<file path="config.mk">
export PLATFORM = sky130hd
export DESIGN_NAME = sky130_fd_io__gnd_join_seq
export DESIGN_NICKNAME = d
export VERILOG_FILES = /design/src/rtl/sky130_fd_io__gnd_join_seq.sv
export SDC_FILE = /design/constraint.sdc
export NUM_CORES = 1
export LEC_CHECK = 0
export CELL_PAD_IN_SITES_DETAIL_PLACEMENT = 2
export CELL_PAD_IN_SITES_GLOBAL_PLACEMENT = 2
export CORE_MARGIN = 1
export CORE_UTILIZATION = 42
export CTS_BUF_LIST = sky130_fd_sc_hd__clkbuf_2 sky130_fd_sc_hd__clkbuf_4 sky130_fd_sc_hd__clkbuf_8
export CTS_CLUSTER_DIAMETER = 100
export DETAILED_ROUTE_END_ITERATION = 16
export HOLD_SLACK_MARGIN = 0.03
export PLACE_DENSITY = 0.89
export SYNTH_ARGS = -nofsm -noshare
export SYNTH_HDL_FRONTEND = slang
export SYNTH_SLANG_ARGS = --single-unit
export TNS_END_PERCENT = 30
</file>
<file path="constraint.sdc">
create_clock -name clk -period 6.6 [get_ports clk]
set_clock_uncertainty 0.05 [all_clocks]
set_input_delay 1.32 -clock clk [delete_from_list [all_inputs] [get_ports clk]]
set_output_delay 1.32 -clock clk [all_outputs]
set_load 0.05 [all_outputs]
</file>
<file path="src/rtl/sky130_fd_io__gnd_join_seq.sv">
`timescale 1ns/1ps
// Ground-domain join sequencer.
// Each channel has its own FSM. A channel waits for its synchronised dom_ok
// to stay high for the debounce window, and then waits for a grant slot.
// After the grant it drives its back-to-back clamp join. Successive grants
// are spaced by GAP_CYC clocks. If a domain drops while joined, the channel
// takes a sticky fault and sits out a hold-off period.
module sky130_fd_io__gnd_join_seq #(
  parameter int unsigned NCH      = 4,
  parameter int unsigned DEB_CYC  = 16,
  parameter int unsigned GAP_CYC  = 8,
  parameter int unsigned HOLD_CYC = 32
) (
  input  logic           clk,
  input  logic           rst_n,
  input  logic [NCH-1:0] dom_ok,
  input  logic [NCH-1:0] chan_en,
  input  logic           fault_clr,
  output logic [NCH-1:0] join_en,
  output logic [NCH-1:0] fault,
  output logic           joined_all
);

  localparam int unsigned CW = 8;

  localparam logic [2:0] ST_IDLE   = 3'd0;
  localparam logic [2:0] ST_DEB    = 3'd1;
  localparam logic [2:0] ST_WAIT   = 3'd2;
  localparam logic [2:0] ST_JOINED = 3'd3;
  localparam logic [2:0] ST_FAULT  = 3'd4;

  logic [NCH-1:0]         sync1_q;
  logic [NCH-1:0]         ok_s_q;
  logic [NCH-1:0][2:0]    st_q, st_d;
  logic [NCH-1:0][CW-1:0] cnt_q, cnt_d;
  logic [CW-1:0]          gap_q, gap_d;
  logic [NCH-1:0]         req, gnt, flt_set;
  logic [NCH-1:0]         join_en_q, fault_q;
  logic                   joined_all_q;
  logic                   all_joined;

  // Two-flop synchroniser for the asynchronous domain-good inputs
  always_ff @(posedge clk or negedge rst_n) begin
    if (!rst_n) begin
      sync1_q <= '0;
      ok_s_q  <= '0;
    end else begin
      sync1_q <= dom_ok;
      ok_s_q  <= sync1_q;
    end
  end

  // Slot request: the channel is waiting and its conditions still hold this cycle
  always_comb begin
    req = '0;
    for (int i = 0; i < NCH; i++) begin
      req[i] = (st_q[i] == ST_WAIT) && ok_s_q[i] && chan_en[i];
    end
  end

  // Grant to the lowest requesting index, but only when the gap counter is idle
  always_comb begin
    gnt = '0;
    for (int i = NCH - 1; i >= 0; i--) begin
      if (req[i]) gnt = NCH'(1) << i;
    end
    if (gap_q != '0) gnt = '0;
  end

  // Gap counter: loading GAP_CYC-1 makes the spacing between grants exactly GAP_CYC
  always_comb begin
    gap_d = gap_q;
    if (gnt != '0)          gap_d = CW'(GAP_CYC - 1);
    else if (gap_q != '0)   gap_d = gap_q - CW'(1);
  end

  // Per-channel next state. cnt counts debounce up and hold-off down
  always_comb begin
    st_d    = st_q;
    cnt_d   = cnt_q;
    flt_set = '0;
    for (int i = 0; i < NCH; i++) begin
      case (st_q[i])
        ST_IDLE: begin
          if (chan_en[i] && ok_s_q[i]) begin
            st_d[i]  = ST_DEB;
            cnt_d[i] = '0;
          end
        end
        ST_DEB: begin
          if (!ok_s_q[i] || !chan_en[i])          st_d[i]  = ST_IDLE;
          else if (cnt_q[i] == CW'(DEB_CYC - 1))  st_d[i]  = ST_WAIT;
          else                                    cnt_d[i] = cnt_q[i] + CW'(1);
        end
        ST_WAIT: begin
          if (!ok_s_q[i] || !chan_en[i]) st_d[i] = ST_IDLE;
          else if (gnt[i])               st_d[i] = ST_JOINED;
        end
        ST_JOINED: begin
          // A domain loss beats an orderly release in the same cycle
          if (!ok_s_q[i]) begin
            st_d[i]    = ST_FAULT;
            cnt_d[i]   = CW'(HOLD_CYC);
            flt_set[i] = 1'b1;
          end else if (!chan_en[i]) begin
            st_d[i] = ST_IDLE;
          end
        end
        ST_FAULT: begin
          if (cnt_q[i] == '0) st_d[i]  = ST_IDLE;
          else                cnt_d[i] = cnt_q[i] - CW'(1);
        end
        default: st_d[i] = ST_IDLE;
      endcase
    end
  end

  // All enabled channels joined; false when nothing is enabled
  always_comb begin
    all_joined = (chan_en != '0);
    for (int i = 0; i < NCH; i++) begin
      if (chan_en[i] && (st_q[i] != ST_JOINED)) all_joined = 1'b0;
    end
  end

  // State, counter and output registers
  always_ff @(posedge clk or negedge rst_n) begin
    if (!rst_n) begin
      st_q         <= '0;
      cnt_q        <= '0;
      gap_q        <= '0;
      join_en_q    <= '0;
      fault_q      <= '0;
      joined_all_q <= 1'b0;
    end else begin
      st_q         <= st_d;
      cnt_q        <= cnt_d;
      gap_q        <= gap_d;
      for (int i = 0; i < NCH; i++) begin
        join_en_q[i] <= (st_q[i] == ST_JOINED);
      end
      fault_q      <= flt_set | (fault_q & ~{NCH{fault_clr}});
      joined_all_q <= all_joined;
    end
  end

  assign join_en    = join_en_q;
  assign fault      = fault_q;
  assign joined_all = joined_all_q;

endmodule
</file>
==> flow_summary.yaml <==
status:
  status: "completed"
sta:
  slew_violations: 0
  fin_ws_ns: 3.42
  fmax_mhz: 314
  fin_crit_sh: 0.482
  finalCriticalPeriod_ns: 3.18
  tightest_slew_ns: 1.17
  finalSetupViolCount: 0
  slew-limit-headroom: 0.211
  hold_viol: 0
  rsz0062_at_grt: "no"
  hold-worst-slack_ns: 0.310
  setup_tns_ns: 0
setup_path:
  rrSetupSlack_ns: 3.79
  cp-end-kind: "register"
  cp-start-kind: "input pin"
  critPathKind: "input pin to register"
  cp_max_fo: 9
  cp.arrival_ns: 3.41
  r2r_cells: 7
  worstPathRequired_ns: 6.83
cts:
  cts.sinks: 69
  ctsRootBufferMaster: "clkbuf_8"
  clk_latency_ns: 0.36
  cts.clk_slew.worst_paths_ns: 0.08
  cts_tree: "yes"
  max-clock-path-buffers: 2
  cts_max_level: 3
  ctsHoldBuffers: 0
  cts_buffers: 9
  cts_setup_buffers: 0
  ctsResizeCount: 0
yosys:
  async_flop_share: 1.00
  yosysWarnings: 0
  synth_seq_cells: 69
  syn_area_mm2: 0.00421
  avgSynthCellArea_um2: 8.71
  syn_inst: 483
  ys.flop_type: "dfrtp_1"
  syn-num-nets: 505
  seq_area_frac_synth: 0.411
  ys_types: 65
  synth_edf_count: 0
pwr:
  power.leakage_nw: 2.00
  power_density_mw_per_mm2: 289
  power.total_mw: 1.34
  peakVddDrop_mv: 0.143
floorplanning:
  initial_utilization: 0.432
  die-area_mm2: 0.0104
  rows: 36
  die-height_um: 102
  die_w_um: 102
  core_mm2: 0.00973
  io_pins: 20
global_route:
  grt-ovfl-total: 0
  grt_max_degree: 70
  antenna_found_initial: 0
  first_global_vias: 4039
  grt_usage: 0.254
  grt_pass1_wl_um: 20400
layout:
  nets: 512
  postLayoutCellArea_mm2: 0.00465
  layout-drive-gt1-share: 0.0646
  insertedDiodeCount: 0
  area_delta_synth_final_pct: 10.6
detailed_routing:
  drtIter0Drc: 69
  drc: 0
  viasPerCell: 5.95
  dr_total_vias: 3737
  detail_route.wl_per_cell_um: 19.5
  drtPass1Iterations: 4
  ant_nets: 0
  routed_wl_um: 12200
place:
  place_ws_ns: 3.10
  portBuffers: 19
  gp_congestion: 0.809
  placed_area_mm2: 0.00446
  hpwl_um: 8640
job:
  maxCapViolCount: 0
worst_hold_path:
  hold_class: "register to register"
  hold_path_depth: 0
final timing paths:
path | startpoint | to
max | chan_en[1] | cnt_q[13]$_DFFE_PN0P_
min | sync1_q[2]$_DFF_PN0_ | ok_s_q[2]$_DFF_PN0_
max reg2reg | st_q[2]$_DFFE_PN0P_ | cnt_q[7]$_DFFE_PN0P_
min reg2reg | sync1_q[2]$_DFF_PN0_ | ok_s_q[2]$_DFF_PN0_
max in group asynchronous | rst_n | cnt_q[21]$_DFFE_PN0P_
min in group asynchronous | rst_n | cnt_q[13]$_DFFE_PN0P_
cells by family (layout without fill, tap and decap cells):
| kind of cell | after synthesis | count (layout) | synth area share |
|---|---|---|---|
| muxes | 9 | 9 | 0.0223 |
| xor gates and xnor gates | 14 | 14 | 0.0292 |
| adders and majority gates | 11 | 11 | 0.0327 |
| buffers and inverters | 47 | 59 | 0.0455 |
| and+or+nand+nor | 182 | 182 | 0.229 |
| DFF | 69 | 69 | 0.411 |
| AOI/OAI and AO/OA | 151 | 151 | 0.231 |
power by group:
part           total [mW]  leakage [nW]  switching [mW]  internal [mW]
logic               0.419         0.985           0.250          0.168
clock network       0.342         0.101           0.168          0.174
registers           0.582         0.917          0.0942          0.487
per-stage QoR:
| stage | cells | util |
|---|---|---|
| finish | 628 | 0.478 |
| global placement | 612 | 0.459 |
| floorplan | 483 | - |
| global route | 628 | 0.478 |
| CTS | 628 | 0.478 |
| detailed placement | 612 | 0.459 |
per-layer routing:
layer,share of wire,GRT usage,vias up
li1,-,-,1785
met1,0.47,0.326,1899
met2,0.50,0.433,37
met3,0.017,0.0404,16
met4,0.017,0.0923,0
met5,0,0,-
area by class of cell:
class	instances	area, µm²
clock inverters	1	5.00
flip-flops and latches	69	1730
multi-input cells	367	2290
clock buffers	15	181
repair buffers	19	188
well taps	133	166
inverters	24	95.1
fillers	1091	5080
worst max-delay path: stages:
cell and delay [ns]:
clkdlybuf4s50_1 0.54, nand2_1 0.16, a21oi_1 0.05, o311ai_1 0.96
o41ai_1 0.20, a22oi_1 0.18
flip-flops by register name, summed over array words and instances (netlist names):
register / flops
cnt_q: 32
fault: 4
gap_q: 8
join_en: 4
joined_all: 1
ok_s_q: 4
st_q: 12
sync1_q: 4
placed cells by master (no fill, tap or decap), types with 3 or more instances in the layout:
master	synthesis	layout
o21ai_0	41	41
a22oi_1	3	3
o22ai_1	5	5
or3_1	5	5
o31ai_1	10	10
nand2b_1	10	10
mux2i_1	6	6
clkdlybuf4s50_1	0	18
a22o_1	3	3
nand2_1	48	48
nor3b_1	4	4
xor2_1	6	6
o21ai_1	3	3
mux2_2	3	3
nand3_1	11	11
inv_1	20	20
or2_2	3	3
nor3_1	23	23
dfrtp_1	69	69
a21o_1	5	5
clkbuf_8	0	11
nand4_1	4	4
a211oi_1	6	6
a211o_1	3	3
ha_1	11	11
or4_1	11	11
nor4b_1	3	3
a21oi_1	37	37
nor2_1	27	27
nor2b_1	12	12
nor4_1	9	9
xnor2_1	8	8
o21bai_1	5	5
clkbuf_4	0	4
synthesized netlist by cell type, types with 3 or more instances:
master	count	area, µm²
ha_1	11	138
a211o_1	3	26.3
or4_1	11	82.6
buf_2	8	40.0
xor2_1	6	52.6
o31ai_1	10	75.1
nor2_1	27	101
nand2_1	48	180
or2_2	3	18.8
nor3b_1	4	30.0
inv_1	20	75.1
o22ai_1	5	31.3
mux2_2	3	33.8
a21oi_1	37	185
nor4b_1	3	26.3
nor4_1	9	56.3
a211oi_1	6	45.0
a21o_1	5	37.5
o21bai_1	5	37.5
mux2i_1	6	60.1
clkbuf_1	14	52.6
dfrtp_1	69	1730
nor3_1	23	115
nand3_1	11	55.1
a22oi_1	3	22.5
o21ai_0	41	205
o21ai_1	3	15.0
nor2b_1	12	75.1
xnor2_1	8	70.1
a22o_1	3	26.3
nand4_1	4	25.0
or3_1	5	31.3
nand2b_1	10	62.6
No activity file was read; power rests on OpenSTA's default activity.
